==> src/rtl/memaccess.sv <==
// Memory-access pipeline stage: ALU results pass through in one cycle, while loads and stores
// run a single held data-memory request with an ack timeout and a sticky error flag.
module memaccess #(
    parameter int ACK_TIMEOUT = 16,
    parameter int RD_W        = 5,
    parameter int WORD_W      = 32,
    parameter int ADDR_W      = 16
) (
    input  logic              clk,
    input  logic              rst,
    input  logic              v_i,
    output logic              stall_o,
    input  logic              wb_i,
    input  logic [RD_W-1:0]   wb_rd_name_i,
    input  logic [WORD_W-1:0] wb_rd_data_i,
    input  logic              ld_i,
    input  logic              st_i,
    input  logic [ADDR_W-1:0] maddr_i,
    input  logic [WORD_W-1:0] sdata_i,
    output logic              wb_o,
    output logic [RD_W-1:0]   wb_rd_name_o,
    output logic [WORD_W-1:0] wb_rd_data_o,
    output logic              dmem_req_o,
    output logic              dmem_we_o,
    output logic [ADDR_W-1:0] dmem_addr_o,
    output logic [WORD_W-1:0] dmem_wdata_o,
    input  logic [WORD_W-1:0] dmem_rdata_i,
    input  logic              dmem_ack_i,
    output logic              err_o
);

    localparam int CNT_W = $clog2(ACK_TIMEOUT + 1);
    localparam logic [CNT_W-1:0] CNT_LAST = CNT_W'(ACK_TIMEOUT - 1);

    typedef enum logic {IDLE = 1'b0, ACCESS = 1'b1} state_t;

    state_t              state_q, state_d;
    logic [CNT_W-1:0]    cnt_q, cnt_d;
    logic                is_ld_q, is_ld_d;
    logic [RD_W-1:0]     name_q, name_d;
    logic                req_q, req_d;
    logic                we_q, we_d;
    logic [ADDR_W-1:0]   addr_q, addr_d;
    logic [WORD_W-1:0]   wdata_q, wdata_d;
    logic                wb_q, wb_d;
    logic [RD_W-1:0]     wb_name_q, wb_name_d;
    logic [WORD_W-1:0]   wb_data_q, wb_data_d;
    logic                err_q, err_d;

    always_comb begin
        state_d   = state_q;
        cnt_d     = cnt_q;
        is_ld_d   = is_ld_q;
        name_d    = name_q;
        req_d     = req_q;
        we_d      = we_q;
        addr_d    = addr_q;
        wdata_d   = wdata_q;
        wb_d      = 1'b0;
        wb_name_d = wb_name_q;
        wb_data_d = wb_data_q;
        err_d     = err_q;

        unique case (state_q)
            IDLE: begin
                // A stray ack in IDLE falls through untouched.
                if (v_i) begin
                    if (ld_i || st_i) begin
                        state_d = ACCESS;
                        cnt_d   = '0;
                        is_ld_d = ld_i;
                        name_d  = wb_rd_name_i;
                        req_d   = 1'b1;
                        we_d    = st_i & ~ld_i;
                        addr_d  = maddr_i;
                        wdata_d = sdata_i;
                    end else begin
                        wb_d      = wb_i;
                        wb_name_d = wb_rd_name_i;
                        wb_data_d = wb_rd_data_i;
                    end
                end
            end
            ACCESS: begin
                // Ack wins over a timeout landing in the same cycle.
                if (dmem_ack_i) begin
                    state_d = IDLE;
                    req_d   = 1'b0;
                    we_d    = 1'b0;
                    if (is_ld_q) begin
                        wb_d      = 1'b1;
                        wb_name_d = name_q;
                        wb_data_d = dmem_rdata_i;
                    end
                end else if (cnt_q == CNT_LAST) begin
                    state_d = IDLE;
                    req_d   = 1'b0;
                    we_d    = 1'b0;
                    err_d   = 1'b1;
                end else begin
                    cnt_d = cnt_q + CNT_W'(1);
                end
            end
            default: state_d = IDLE;
        endcase
    end

    always_ff @(posedge clk or negedge rst) begin
        if (!rst) begin
            state_q   <= IDLE;
            cnt_q     <= '0;
            is_ld_q   <= 1'b0;
            name_q    <= '0;
            req_q     <= 1'b0;
            we_q      <= 1'b0;
            addr_q    <= '0;
            wdata_q   <= '0;
            wb_q      <= 1'b0;
            wb_name_q <= '0;
            wb_data_q <= '0;
            err_q     <= 1'b0;
        end else begin
            state_q   <= state_d;
            cnt_q     <= cnt_d;
            is_ld_q   <= is_ld_d;
            name_q    <= name_d;
            req_q     <= req_d;
            we_q      <= we_d;
            addr_q    <= addr_d;
            wdata_q   <= wdata_d;
            wb_q      <= wb_d;
            wb_name_q <= wb_name_d;
            wb_data_q <= wb_data_d;
            err_q     <= err_d;
        end
    end

    assign stall_o      = (state_q == ACCESS);
    assign wb_o         = wb_q;
    assign wb_rd_name_o = wb_name_q;
    assign wb_rd_data_o = wb_data_q;
    assign dmem_req_o   = req_q;
    assign dmem_we_o    = we_q;
    assign dmem_addr_o  = addr_q;
    assign dmem_wdata_o = wdata_q;
    assign err_o        = err_q;

endmodule

==> config.mk <==
export PLATFORM = sky130hd
export DESIGN_NAME = memaccess
export DESIGN_NICKNAME = d
export VERILOG_FILES = /design/src/rtl/memaccess.sv
export SDC_FILE = /design/constraint.sdc
export NUM_CORES = 1
export LEC_CHECK = 0
export ABC_AREA = 1
export ABC_CLOCK_PERIOD_IN_PS = 2200
export BUFFER_PORTS_ARGS = -buffer_cell sky130_fd_sc_hd__buf_2
export CORE_MARGIN = 10
export CORE_UTILIZATION = 46
export DETAILED_ROUTE_END_ITERATION = 7
export GPL_TIMING_DRIVEN = 0
export PLACE_DENSITY = 0.8
export SLEW_MARGIN = 20
export SYNTH_ARGS = -nofsm -noshare
export SYNTH_HDL_FRONTEND = slang
export SYNTH_SLANG_ARGS = --single-unit
==> constraint.sdc <==
create_clock -name clk -period 2.2 [get_ports clk]
set_clock_uncertainty 0.05 [all_clocks]
set_input_delay 0.44 -clock clk [delete_from_list [all_inputs] [get_ports clk]]
set_output_delay 0.44 -clock clk [all_outputs]
set_load 0.005 [all_outputs]
* Word-level counts from Yosys, hierarchy flattened
Index checks and enable logic that the tools add are counted.
** Word-level totals
- Bits in writable memories :: 0
- Memories kept :: 0
- ROM bits :: 0
- Logic and storage cells :: 65
- Input port bits :: 124
- Bits in latches :: 0
- Output and inout bits :: 90
- Flip-flop bits (word level) :: 101
** Operators by class
- Multipliers :: 0
- Magnitude comparators :: 0
- Equal/unequal tests :: 9
- Multiplexer cells :: 33
- Divide/modulo/power cells :: 0
- Shifts and indexed selects :: 0
- Reduce and logical (&&, ||, !) cells :: 6
- Add/sub/neg operators :: 1
- Bitwise gates (word level) :: 4
** Operator list (number)
- $mux W32 :: 4
- $pmux W32 S2 :: 1
- $mux W5 :: 8
- $pmux W5 S2 :: 2
- $mux W1 :: 14
- $ne A2 B2 Y1 const B :: 6
- $reduce_and A3 Y1 :: 3
- $pmux W1 S2 :: 4
- $reduce_and A4 Y1 :: 2
- $add A5 B1 Y5 const B :: 1
- $eq A5 B4 Y1 const B :: 1
- $ne A3 B2 Y1 const B :: 1
- $not A1 Y1 :: 3
- $ne A2 B1 Y1 const B :: 1
- $and A1 B1 Y1 :: 1
- $logic_or A1 B1 Y1 :: 1

* Logic depth before layout (Yosys ltp)
Gate-level depths: netlist of the first run.
- Word-level depth :: 5
- Depth in mapped cells :: 10
- Depth with buffers taken out :: 10

* Least setup slack after synthesis of the first run
Ideal clock, no wire load.
- Path kind :: register to register
- From :: register cnt_q[0]
- To :: register cnt_q[3]
- Path buffers :: 0
- Clock period less this slack :: 1576 ps
- Data arrival time :: 1398 ps
- Setup slack :: 624 ps
- Stages on the path, launching flop included :: 11
- Cells stage by stage :: dfrtp_1 -> ha_1 -> nand2_1 -> nor2_1 -> ha_1 -> nor2_1 -> nand2_1 -> nand2_1 -> nand2_1 -> nand2_1 -> o21ai_0
** Between the ends
- Word-level cells in the longest chain between the ends :: 4
- Elaborated cells between the ends (all ways) :: 7
** RTL lines
- from (decl) :: line 38 : logic [CNT_W-1:0] cnt_q, cnt_d;
- from (signal assigned) :: line 124 : cnt_q <= cnt_d;
- $add A5 B1 Y5 :: line 101 : cnt_d = cnt_q + CNT_W'(1);
- $mux W5 :: line 95 : end else if (cnt_q == CNT_LAST) begin
- $mux W5 :: line 86 : if (dmem_ack_i) begin
- $pmux W5 S2 :: line 64 : unique case (state_q)
Several ways; a longest one is shown, not always the timed one. The select of a mux whose other input is x is not followed.
A chain may end at the register's enable or synchronous reset.

* Worst setup path in the final report of the first run
- From :: register cnt_q[0]
- To :: register cnt_q[0]
The elaborated chain is that of the path after synthesis.

==> out/results.txt, run 1 <==
status = complete, no violations
synth cell count leaders = sky130_fd_sc_hd__nand2_1, sky130_fd_sc_hd__dfrtp_1, sky130_fd_sc_hd__nand3_1, sky130_fd_sc_hd__o21ai_0, sky130_fd_sc_hd__or2_2
fraction of synthesized area in multiplexers = 0%
adder and majority gate portion of the synthesized area = 0.561%
via total after detailed routing = 4154
required time worst endpoint = 2.37 ns
share of the core filled with cells = 63.5%
path type of the worst min-delay path = primary input to register
portion of total power attributed to the clock network = 20.6%
total routed wirelength = 13.9 mm
post-synthesis cell type count = 21
Resized Gates After CTS = 0
fraction of post-synthesis cell area in the top cell type by area = 56.6%
final count of hold timing violations = 0
number of buffers created by CTS = 9
antenna violation net count after detailed routing = 0
Compound-Gate Fraction of Synth Area = 12.1%
initial antenna violation count = 1
routed length per placed instance = 16.3 um
launch point of the worst hold path = sdata_i[23]
DRT Pass-1 Iters = 4
CTS sink cnt = 101
worst hold slack = 0.265 ns
yosys synthesis warning count = 0
number of flops mapped to enable cells by yosys = 0
dominant combinational cell family by area after synthesis = simple AND/OR/NAND/NOR gates
average cell area after synthesis = 9.11 um^2
parity-gate share of the synthesized area counting xor and xnor cells = 0%
via count of the first global-routing pass = 4391
launching point of the worst reg2reg path = cnt_q[0]$_DFFE_PN0P_
fin cells = 849
most instantiated flip-flop cell in the synthesis netlist = sky130_fd_sc_hd__dfrtp_1
Post-CTS Setup Bufs = 0
total congestion overflow after global routing = 0
Worst Setup End Kind = register
setup repair after global routing missed its margin = false
hold buffer count at cts = 1
RD Place Congestion = 0.819
cell type contributing the most total cell area after synthesis = sky130_fd_sc_hd__dfrtp_1
total die area = 0.0140 mm^2
share of synthesized registers carrying an async set or reset = 100%
total of max-cap violations = 0
DPL Wire Length = 10.9 mm
final worst path period share = 81.9%
type of the setup path with the least slack = register to register
via density per instance = 4.89
Combinational Power Share = 31.7%
count of pins over their slew limit = 0
post-layout minimum cycle time = 1.80 ns
post-route cell area = 0.00592 mm^2
multi-input combinational cell area = 0.00171 mm^2
switching power as a share of total power = 33.1%
Core Rows = 35
total global-route track usage = 19.4%
total chip power = 5.57 mW
clock root buffer = sky130_fd_sc_hd__clkbuf_8
TritonCTS clock tree = built
buffer depth of the longest clock path = 2
number of port buffers = 213
Register-to-Register Path Depth = 10
post-placement cell count = 833
gate count after technology mapping = 490
endpoint of the worst register-to-register path = cnt_q[0]$_DFFE_PN0P_
Core Area = 0.00933 mm^2
first-iteration detailed-routing DRC count = 183
clock latency on the worst-skew pair = 0.35 ns
H-tree levels = 3
number of failing setup endpoints in the final timing report = 0
post-CTS clock slew at the launch and capture registers of the worst setup and hold paths = 0.10 ns
Post-Route Setup TNS = 0 ns
DRC violation count after routing = 0
Net Switching = 1.84 mW
Peak VDD IR = 0.493 mV
largest driver fanout on the critical path = 6
Starting Density = 47.8%
floorplan die width = 118 um
headroom to the max-slew limit = 68.1%
Worst Hold Path EP = dmem_wdata_o[23]$_DFFE_PN0P_
Hold Crit Depth = 3
Least-Margin Pin Slew = 0.478 ns
post-synthesis net count = 616
worst reg2reg setup slack = 0.40 ns
fraction of layout instances using a drive strength above 1 = 43.7%
area grow syn2layout = 32.8%
final layout net count = 842
post-placement worst setup slack = 0.411 ns
share of synthesized area occupied by flip-flops and latches = 56.6%
largest net degree at the start of global routing = 53
sequential share of power = 47.7%
internal power = 3.73 mW
post-synthesis register bit count = 101
startpoint type of the worst setup path = register
data arrival time of the worst path = 1.98 ns
final critical-path setup slack = 0.398 ns
PD cells = 941 mW/mm^2
global-route wire length before repair = 22.6 mm
height of the chip = 118 um
post-detailed-placement cell area = 0.00572 mm^2
most common cell in the synthesized netlist = sky130_fd_sc_hd__nand2_1
Synth area leaders = sky130_fd_sc_hd__dfrtp_1, sky130_fd_sc_hd__nand2_1, sky130_fd_sc_hd__nand3_1
Sequential cell area = 0.00253 mm^2
leakage dissipation = 3.26 nW
cell area after synthesis = 0.00446 mm^2
number of top-level pins = 214
simple-gate share of the synthesized area = 25.7%
maximum clock rate = 555 MHz
fill count = 840
-- worst max-delay path, cell delays in order, from the launching register on --
cell and delay (ns):
sky130_fd_sc_hd__dfrtp_1 0.43, sky130_fd_sc_hd__ha_1 0.24, sky130_fd_sc_hd__nand2_1 0.08, sky130_fd_sc_hd__nor2_1 0.05, sky130_fd_sc_hd__ha_1 0.19, sky130_fd_sc_hd__nor2_1 0.14
sky130_fd_sc_hd__nand2_1 0.14, sky130_fd_sc_hd__nand2_1 0.08, sky130_fd_sc_hd__nand2_1 0.13, sky130_fd_sc_hd__nand2_1 0.09, sky130_fd_sc_hd__o21ai_0 0.07
-- power groups by stage --
stage / Clock [mW] / Combinational [mW] / Sequential [mW]
2_1_floorplan: 0 / 0.822 / 2.73
3_3_place_gp: 0 / 1.74 / 2.65
3_5_place_dp: 0 / 1.80 / 2.69
4_1_cts: 1.18 / 1.80 / 2.66
5_1_grt: 1.28 / 2.00 / 2.72
6_report: 1.15 / 1.77 / 2.66
-- sequential cells by signal, indices dropped and copies added (netlist names), 5 cells and up --
| name | count |
|---|---|
| cnt_q | 5 |
| dmem_addr_o | 16 |
| dmem_wdata_o | 32 |
| name_q | 5 |
| wb_rd_data_o | 32 |
| wb_rd_name_o | 5 |
-- worst max path at each step --
| stage | from | end | slack (ns) | depth (start not counted) |
|---|---|---|---|---|
| 2_1_floorplan | cnt_q[0]$_DFFE_PN0P_ | cnt_q[3]$_DFFE_PN0P_ | 0.62 | 10 |
| 3_3_place_gp | rst | dmem_addr_o[0]$_DFFE_PN0P_ | -0.38 | 1 |
| 3_5_place_dp | cnt_q[0]$_DFFE_PN0P_ | cnt_q[2]$_DFFE_PN0P_ | 0.41 | 9 |
| 4_1_cts | cnt_q[0]$_DFFE_PN0P_ | cnt_q[2]$_DFFE_PN0P_ | 0.42 | 10 |
| 5_1_grt | cnt_q[0]$_DFFE_PN0P_ | cnt_q[0]$_DFFE_PN0P_ | 0.24 | 10 |
| 6_report | cnt_q[0]$_DFFE_PN0P_ | cnt_q[0]$_DFFE_PN0P_ | 0.40 | 10 |
-- kinds of logic after synthesis --
| kind of cell | Yosys count |
|---|---|
| DFF | 101 |
| and+or+nand+nor | 261 |
| adders and majority gates | 2 |
| buffers and inverters | 41 |
| AOI/OAI and AO/OA | 85 |
-- per-layer routing --
layer	vias up	part of all wire, %	global-route usage (%)
met4	0	0.61	3.51
met3	7	10	8.61
li1	2035	-	-
met2	177	47	32.3
met1	1935	42	22.9
met5	-	0	0
-- placed cells by master, fill, tap and decap left out --
| cell type | count |
|---|---|
| sky130_fd_sc_hd__o21ai_0 | 50 |
| sky130_fd_sc_hd__bufinv_16 | 1 |
| sky130_fd_sc_hd__clkinvlp_4 | 2 |
| sky130_fd_sc_hd__nand2_2 | 1 |
| sky130_fd_sc_hd__nand3b_1 | 1 |
| sky130_fd_sc_hd__dlygate4sd3_1 | 1 |
| sky130_fd_sc_hd__buf_16 | 1 |
| sky130_fd_sc_hd__inv_2 | 3 |
| sky130_fd_sc_hd__nor2_1 | 5 |
| sky130_fd_sc_hd__nand3_2 | 1 |
| sky130_fd_sc_hd__clkinv_2 | 1 |
| sky130_fd_sc_hd__o21ai_2 | 30 |
| sky130_fd_sc_hd__inv_1 | 6 |
| sky130_fd_sc_hd__clkbuf_8 | 10 |
| sky130_fd_sc_hd__a21o_1 | 1 |
| sky130_fd_sc_hd__or2_2 | 34 |
| sky130_fd_sc_hd__clkbuf_1 | 15 |
| sky130_fd_sc_hd__nand2_1 | 165 |
| sky130_fd_sc_hd__buf_4 | 1 |
| sky130_fd_sc_hd__ha_1 | 2 |
| sky130_fd_sc_hd__buf_2 | 221 |
| sky130_fd_sc_hd__o21ai_1 | 3 |
| sky130_fd_sc_hd__diode_2 | 1 |
| sky130_fd_sc_hd__o22ai_1 | 1 |
| sky130_fd_sc_hd__nand4_1 | 1 |
| sky130_fd_sc_hd__nand3_1 | 53 |
| sky130_fd_sc_hd__dfrtp_1 | 101 |
| sky130_fd_sc_hd__buf_6 | 8 |
-- layout make-up --
| cell class | count | area share [%] |
|---|---|---|
| antenna | 1 | 0.0422 |
| buffer | 32 | 3.17 |
| clock buffer | 10 | 2.32 |
| clock inverter | 4 | 0.845 |
| inverter | 9 | 0.570 |
| multi-input combinational | 348 | 28.9 |
| sequential | 101 | 42.7 |
| tap | 129 | 2.72 |
| timing repair buffer | 215 | 18.7 |
(Power assumes the default switching activity.)
==> inputs of run 2 (changes only) <==
Settings changed: ABC_CLOCK_PERIOD_IN_PS 2200 to 1600, CORE_UTILIZATION 46 to 42, PLACE_DENSITY 0.8 to 0.77.
Clock period 2.2 ns to 1.6 ns, I/O delays scaled along.
==> out/results.txt, run 2 (synthesis results as in run 1) <==
clock latency on the worst-skew pair = 0.35 ns
number of buffers created by CTS = 9
data arrival time of the worst path = 1.82 ns
number of port buffers = 213
floorplan die width = 123 um
total of max-cap violations = 0
count of pins over their slew limit = 0
post-CTS clock slew at the launch and capture registers of the worst setup and hold paths = 0.09 ns
PD cells = 1300 mW/mm^2
final critical-path setup slack = -0.0266 ns
H-tree levels = 3
TritonCTS clock tree = built
launch point of the worst hold path = maddr_i[15]
antenna violation net count after detailed routing = 0
sequential share of power = 46.3%
internal power = 5.29 mW
maximum clock rate = 615 MHz
final count of hold timing violations = 0
total die area = 0.0151 mm^2
number of top-level pins = 214
leakage dissipation = 3.36 nW
headroom to the max-slew limit = 65.2%
path type of the worst min-delay path = primary input to register
clock root buffer = sky130_fd_sc_hd__clkbuf_8
global-route wire length before repair = 22.6 mm
Core Rows = 37
final layout net count = 850
final worst path period share = 102%
total global-route track usage = 18.5%
Least-Margin Pin Slew = 0.522 ns
height of the chip = 123 um
Starting Density = 43.2%
post-layout minimum cycle time = 1.63 ns
first-iteration detailed-routing DRC count = 162
total chip power = 7.88 mW
leading cell types in the layout, fill and taps excluded = sky130_fd_sc_hd__buf_2, sky130_fd_sc_hd__nand2_1, sky130_fd_sc_hd__dfrtp_1, sky130_fd_sc_hd__nand3_1, sky130_fd_sc_hd__o21ai_0
Hold Crit Depth = 3
antenna diode instance count = 0
CTS sink cnt = 101
setup repair after global routing missed its margin = true
DRT Pass-1 Iters = 4
fill count = 948
fraction of layout instances using a drive strength above 1 = 47.3%
status = finished with violations
via density per instance = 4.88
type of the setup path with the least slack = register to register
switching power as a share of total power = 32.9%
required time worst endpoint = 1.79 ns
buffer depth of the longest clock path = 2
DRC violation count after routing = 0
Register-to-Register Path Depth = 10
RD Place Congestion = 0.904
multi-input combinational cell area = 0.00176 mm^2
total congestion overflow after global routing = 0
routed length per placed instance = 16.6 um
total routed wirelength = 14.4 mm
DPL Wire Length = 11.3 mm
via count of the first global-routing pass = 4504
Net Switching = 2.59 mW
Worst Setup End Kind = register
largest net degree at the start of global routing = 55
violated checks = negative setup slack
most common library cell in the layout ignoring fill and taps = sky130_fd_sc_hd__buf_2
area grow syn2layout = 36.2%
number of failing setup endpoints in the final timing report = 3
critical path launch point = cnt_q[1]$_DFFE_PN0P_
Core Area = 0.0103 mm^2
initial antenna violation count = 1
Combinational Power Share = 32.1%
largest driver fanout on the critical path = 6
portion of total power attributed to the clock network = 21.5%
launching point of the worst reg2reg path = cnt_q[1]$_DFFE_PN0P_
Sequential cell area = 0.00253 mm^2
worst reg2reg setup slack = -0.03 ns
Peak VDD IR = 0.641 mV
post-placement worst setup slack = -0.305 ns
via total after detailed routing = 4222
startpoint type of the worst setup path = register
[run 2: changes by cell type in the layout (fill, tap and decap cells not counted), sizes merged]
cell	before	now
clkinvlp	2	0
clkinv	1	3
diode	1	0
buf	231	241
[run 2: routing by layer]
layer / GRT usage, % / share of wire [%]
met5: 0 / 0.049
met4: 4.95 / 1.2
met3: 9.34 / 13
met2: 30.4 / 46
met1: 21.1 / 40
[run 2: cell type report]
cell class | count | share of cell area [%]
Sequential cell | 101 | 41.6
Tap cell | 136 | 2.80
Buffer | 32 | 3.36
Clock inverter | 4 | 0.741
Timing Repair Buffer | 223 | 19.3
Clock buffer | 12 | 2.72
Inverter | 9 | 0.597
Multi-Input combinational cell | 348 | 28.9
[run 2: what timing repair did]
action,CTS,global route
endpoints found under the hold margin,47,0
pin swaps,1,4
buffers inserted,3,5
hold buffers,1,0
setup endpoints to repair,61,62
gates resized for setup,12,29
[run 2: path summary, 6_finish.rpt]
kind	end
min reg2reg	err_o$_DFFE_PN0P_
max in group asynchronous	stall_o$_DFF_PN0_
max	cnt_q[2]$_DFFE_PN0P_
min	dmem_addr_o[15]$_DFFE_PN0P_
min in group asynchronous	wb_rd_data_o[19]$_DFFE_PN0P_
max reg2reg	cnt_q[2]$_DFFE_PN0P_
[run 2: per-stage QoR]
stage               std cells  TNS, ns  area (um^2)  hold slack [ns]  util [%]
floorplan                 490        0         4460          -0.0256         -
global placement          839   -89.71         5700            0.389      55.2
detailed placement        840    -1.54         5730            0.239      55.5
CTS                       860        0         6000            0.114      58.1
global route              865   -0.373         6080            0.113      58.9
finish                    865  -0.0521         6080            0.137      58.9
[run 2: worst max-delay path: stages, from the launching register on]
cell and delay, ns:
sky130_fd_sc_hd__dfrtp_1 0.41, sky130_fd_sc_hd__ha_2 0.20, sky130_fd_sc_hd__nand2_2 0.08, sky130_fd_sc_hd__nor2_2 0.04, sky130_fd_sc_hd__ha_2 0.20, sky130_fd_sc_hd__nor2_4 0.13, sky130_fd_sc_hd__nand2_2 0.09, sky130_fd_sc_hd__nand2_2 0.09
sky130_fd_sc_hd__nand2_4 0.08, sky130_fd_sc_hd__nand2_1 0.07, sky130_fd_sc_hd__o21ai_1 0.07
[run 2: power groups by stage]
stage               clock, mW  combinational (mW)  sequential, mW
floorplan                   0                1.13            3.75
global placement            0                2.39            3.65
detailed placement          0                2.47            3.70
CTS                      1.74                2.53            3.65
global route             1.85                2.87            3.74
finish                   1.70                2.53            3.65
==> inputs of run 3 (changes only) <==
Settings changed: ABC_CLOCK_PERIOD_IN_PS 1600 to 1400.
Clock period 1.6 ns to 1.4 ns, I/O delays scaled along.
==> out/results.txt, run 3 (synthesis results as in run 1) <==
count of pins over their slew limit = 0
final count of hold timing violations = 0
via density per instance = 4.99
required time worst endpoint = 1.61 ns
leakage dissipation = 3.70 nW
final layout net count = 866
DRT Pass-1 Iters = 6
total die area = 0.0151 mm^2
final worst path period share = 113%
total congestion overflow after global routing = 0
buffer depth of the longest clock path = 2
type of the setup path with the least slack = register to register
via total after detailed routing = 4396
via count of the first global-routing pass = 4586
TritonCTS clock tree = built
setup repair after global routing missed its margin = true
PD cells = 1460 mW/mm^2
final critical-path setup slack = -0.185 ns
post-placement worst setup slack = -0.306 ns
largest net degree at the start of global routing = 57
area grow syn2layout = 54.2%
antenna diode instance count = 0
Bufs and invs on worst path = 0
violated checks = negative setup slack
data arrival time of the worst path = 1.79 ns
fraction of layout instances using a drive strength above 1 = 56.8%
ordered list of cells on the worst path = ha_2 -> nand2_2 -> nor2_2 -> ha_2 -> nor2_4 -> nand2_4 -> nand2_4 -> nand2_8 -> nand2_2 -> o21ai_2
maximum clock rate = 631 MHz
worst hold slack = 0.0843 ns
status = finished with violations
clock latency on the worst-skew pair = 0.36 ns
number of port buffers = 213
slowest library cell on the worst path = sky130_fd_sc_hd__dfrtp_1
Peak VDD IR = 0.637 mV
Starting Density = 43.2%
multi-input combinational cell area = 0.00215 mm^2
Worst Setup End Kind = register
Core Area = 0.0103 mm^2
DPL Wire Length = 10.9 mm
initial antenna violation count = 0
DRC violation count after routing = 0
floorplan die width = 123 um
total of max-cap violations = 0
Core Rows = 37
RD Place Congestion = 0.924
total routed wirelength = 15.7 mm
post-CTS clock slew at the launch and capture registers of the worst setup and hold paths = 0.10 ns
largest driver fanout on the critical path = 6
Sequential cell area = 0.00253 mm^2
path type of the worst min-delay path = primary input to register
first-iteration detailed-routing DRC count = 180
headroom to the max-slew limit = 68.4%
number of failing setup endpoints in the final timing report = 36
CTS sink cnt = 101
clock root buffer = sky130_fd_sc_hd__clkbuf_8
most common library cell in the layout ignoring fill and taps = sky130_fd_sc_hd__buf_2
height of the chip = 123 um
leading cell types in the layout, fill and taps excluded = sky130_fd_sc_hd__buf_2, sky130_fd_sc_hd__nand2_1, sky130_fd_sc_hd__dfrtp_1, sky130_fd_sc_hd__nand3_1, sky130_fd_sc_hd__o21ai_2
startpoint type of the worst setup path = register
H-tree levels = 3
antenna violation net count after detailed routing = 0
share of the core filled with cells = 66.6%
routed length per placed instance = 17.8 um
number of top-level pins = 214
Top delay family on crit path = simple AND/OR/NAND/NOR gates
total global-route track usage = 18.6%
longest individual stage delay on the worst path = 0.41 ns
number of buffers created by CTS = 9
global-route wire length before repair = 22.6 mm
fill count = 812
post-layout minimum cycle time = 1.59 ns
Least-Margin Pin Slew = 0.474 ns
run 3: cell types whose count changed in the layout (fill, tap and decap cells not counted), sizes merged:
cell / delta
buf: +14
clkbuf: +2
run 3: layer usage:
layer | share of wire, % | global-route usage (%) | wire length, um
met5 | 0 | 0 | 0
met4 | 1.5 | 5.97 | 237
met3 | 11 | 7.02 | 1670
met2 | 49 | 32.3 | 7640
met1 | 39 | 20.8 | 6120
run 3: through the flow:
| step | power (mW) | TNS (ns) | cells | instance area [um^2] |
|---|---|---|---|---|
| after floorplan | 5.58 | -0.211 | 490 | 4470 |
| after global placement | 6.92 | -120.09 | 839 | 5710 |
| after detailed placement | 7.06 | -20.54 | 840 | 5740 |
| after CTS | 9.44 | -3.40 | 876 | 6400 |
| after global routing | 10.7 | -3.97 | 881 | 6880 |
| final | 10.0 | -1.67 | 881 | 6880 |
run 3: what timing repair did:
item                                    CTS  global route
setup buffers                            16             3
gates resized for setup                  82           132
hold endpoints to repair                 45             0
hold buffers                              1             0
pin swaps                                 8            10
endpoints found under the setup margin   99            92
cloned                                    3             5
run 3: path summary, 6_finish.rpt:
| path | start | endpoint | slack [ns] | cells after the start |
|---|---|---|---|---|
| min reg2reg | dmem_wdata_o[16]$_DFFE_PN0P_ | dmem_wdata_o[16]$_DFFE_PN0P_ | 0.42 | 2 |
| max | cnt_q[0]$_DFFE_PN0P_ | cnt_q[2]$_DFFE_PN0P_ | -0.19 | 10 |
| max in group asynchronous | rst | stall_o$_DFF_PN0_ | 0.30 | 3 |
| min in group asynchronous | rst | wb_rd_data_o[16]$_DFFE_PN0P_ | 0.36 | 2 |
| max reg2reg | cnt_q[0]$_DFFE_PN0P_ | cnt_q[2]$_DFFE_PN0P_ | -0.19 | 10 |
| min | sdata_i[28] | dmem_wdata_o[28]$_DFFE_PN0P_ | 0.08 | 3 |
run 3: final cells by class:
type	count	share of cell area (%)
plain buffers	30	4.47
repair buffers	241	21.4
clock buffers	12	2.40
inverters	9	0.564
multi-input cells	348	31.2
clock inverters	4	0.655
well taps	136	2.47
flip-flops and latches	101	36.8
run 3: where the power goes:
| part | internal (mW) | switching, mW |
|---|---|---|
| registers | 3.74 | 0.650 |
| clock network | 0.966 | 1.00 |
| logic | 1.85 | 1.81 |
run 3: worst min-delay path: stages:
cell and delay [ns]:
sky130_fd_sc_hd__buf_2 0.07, sky130_fd_sc_hd__nand3_1 0.06, sky130_fd_sc_hd__nand2_1 0.06
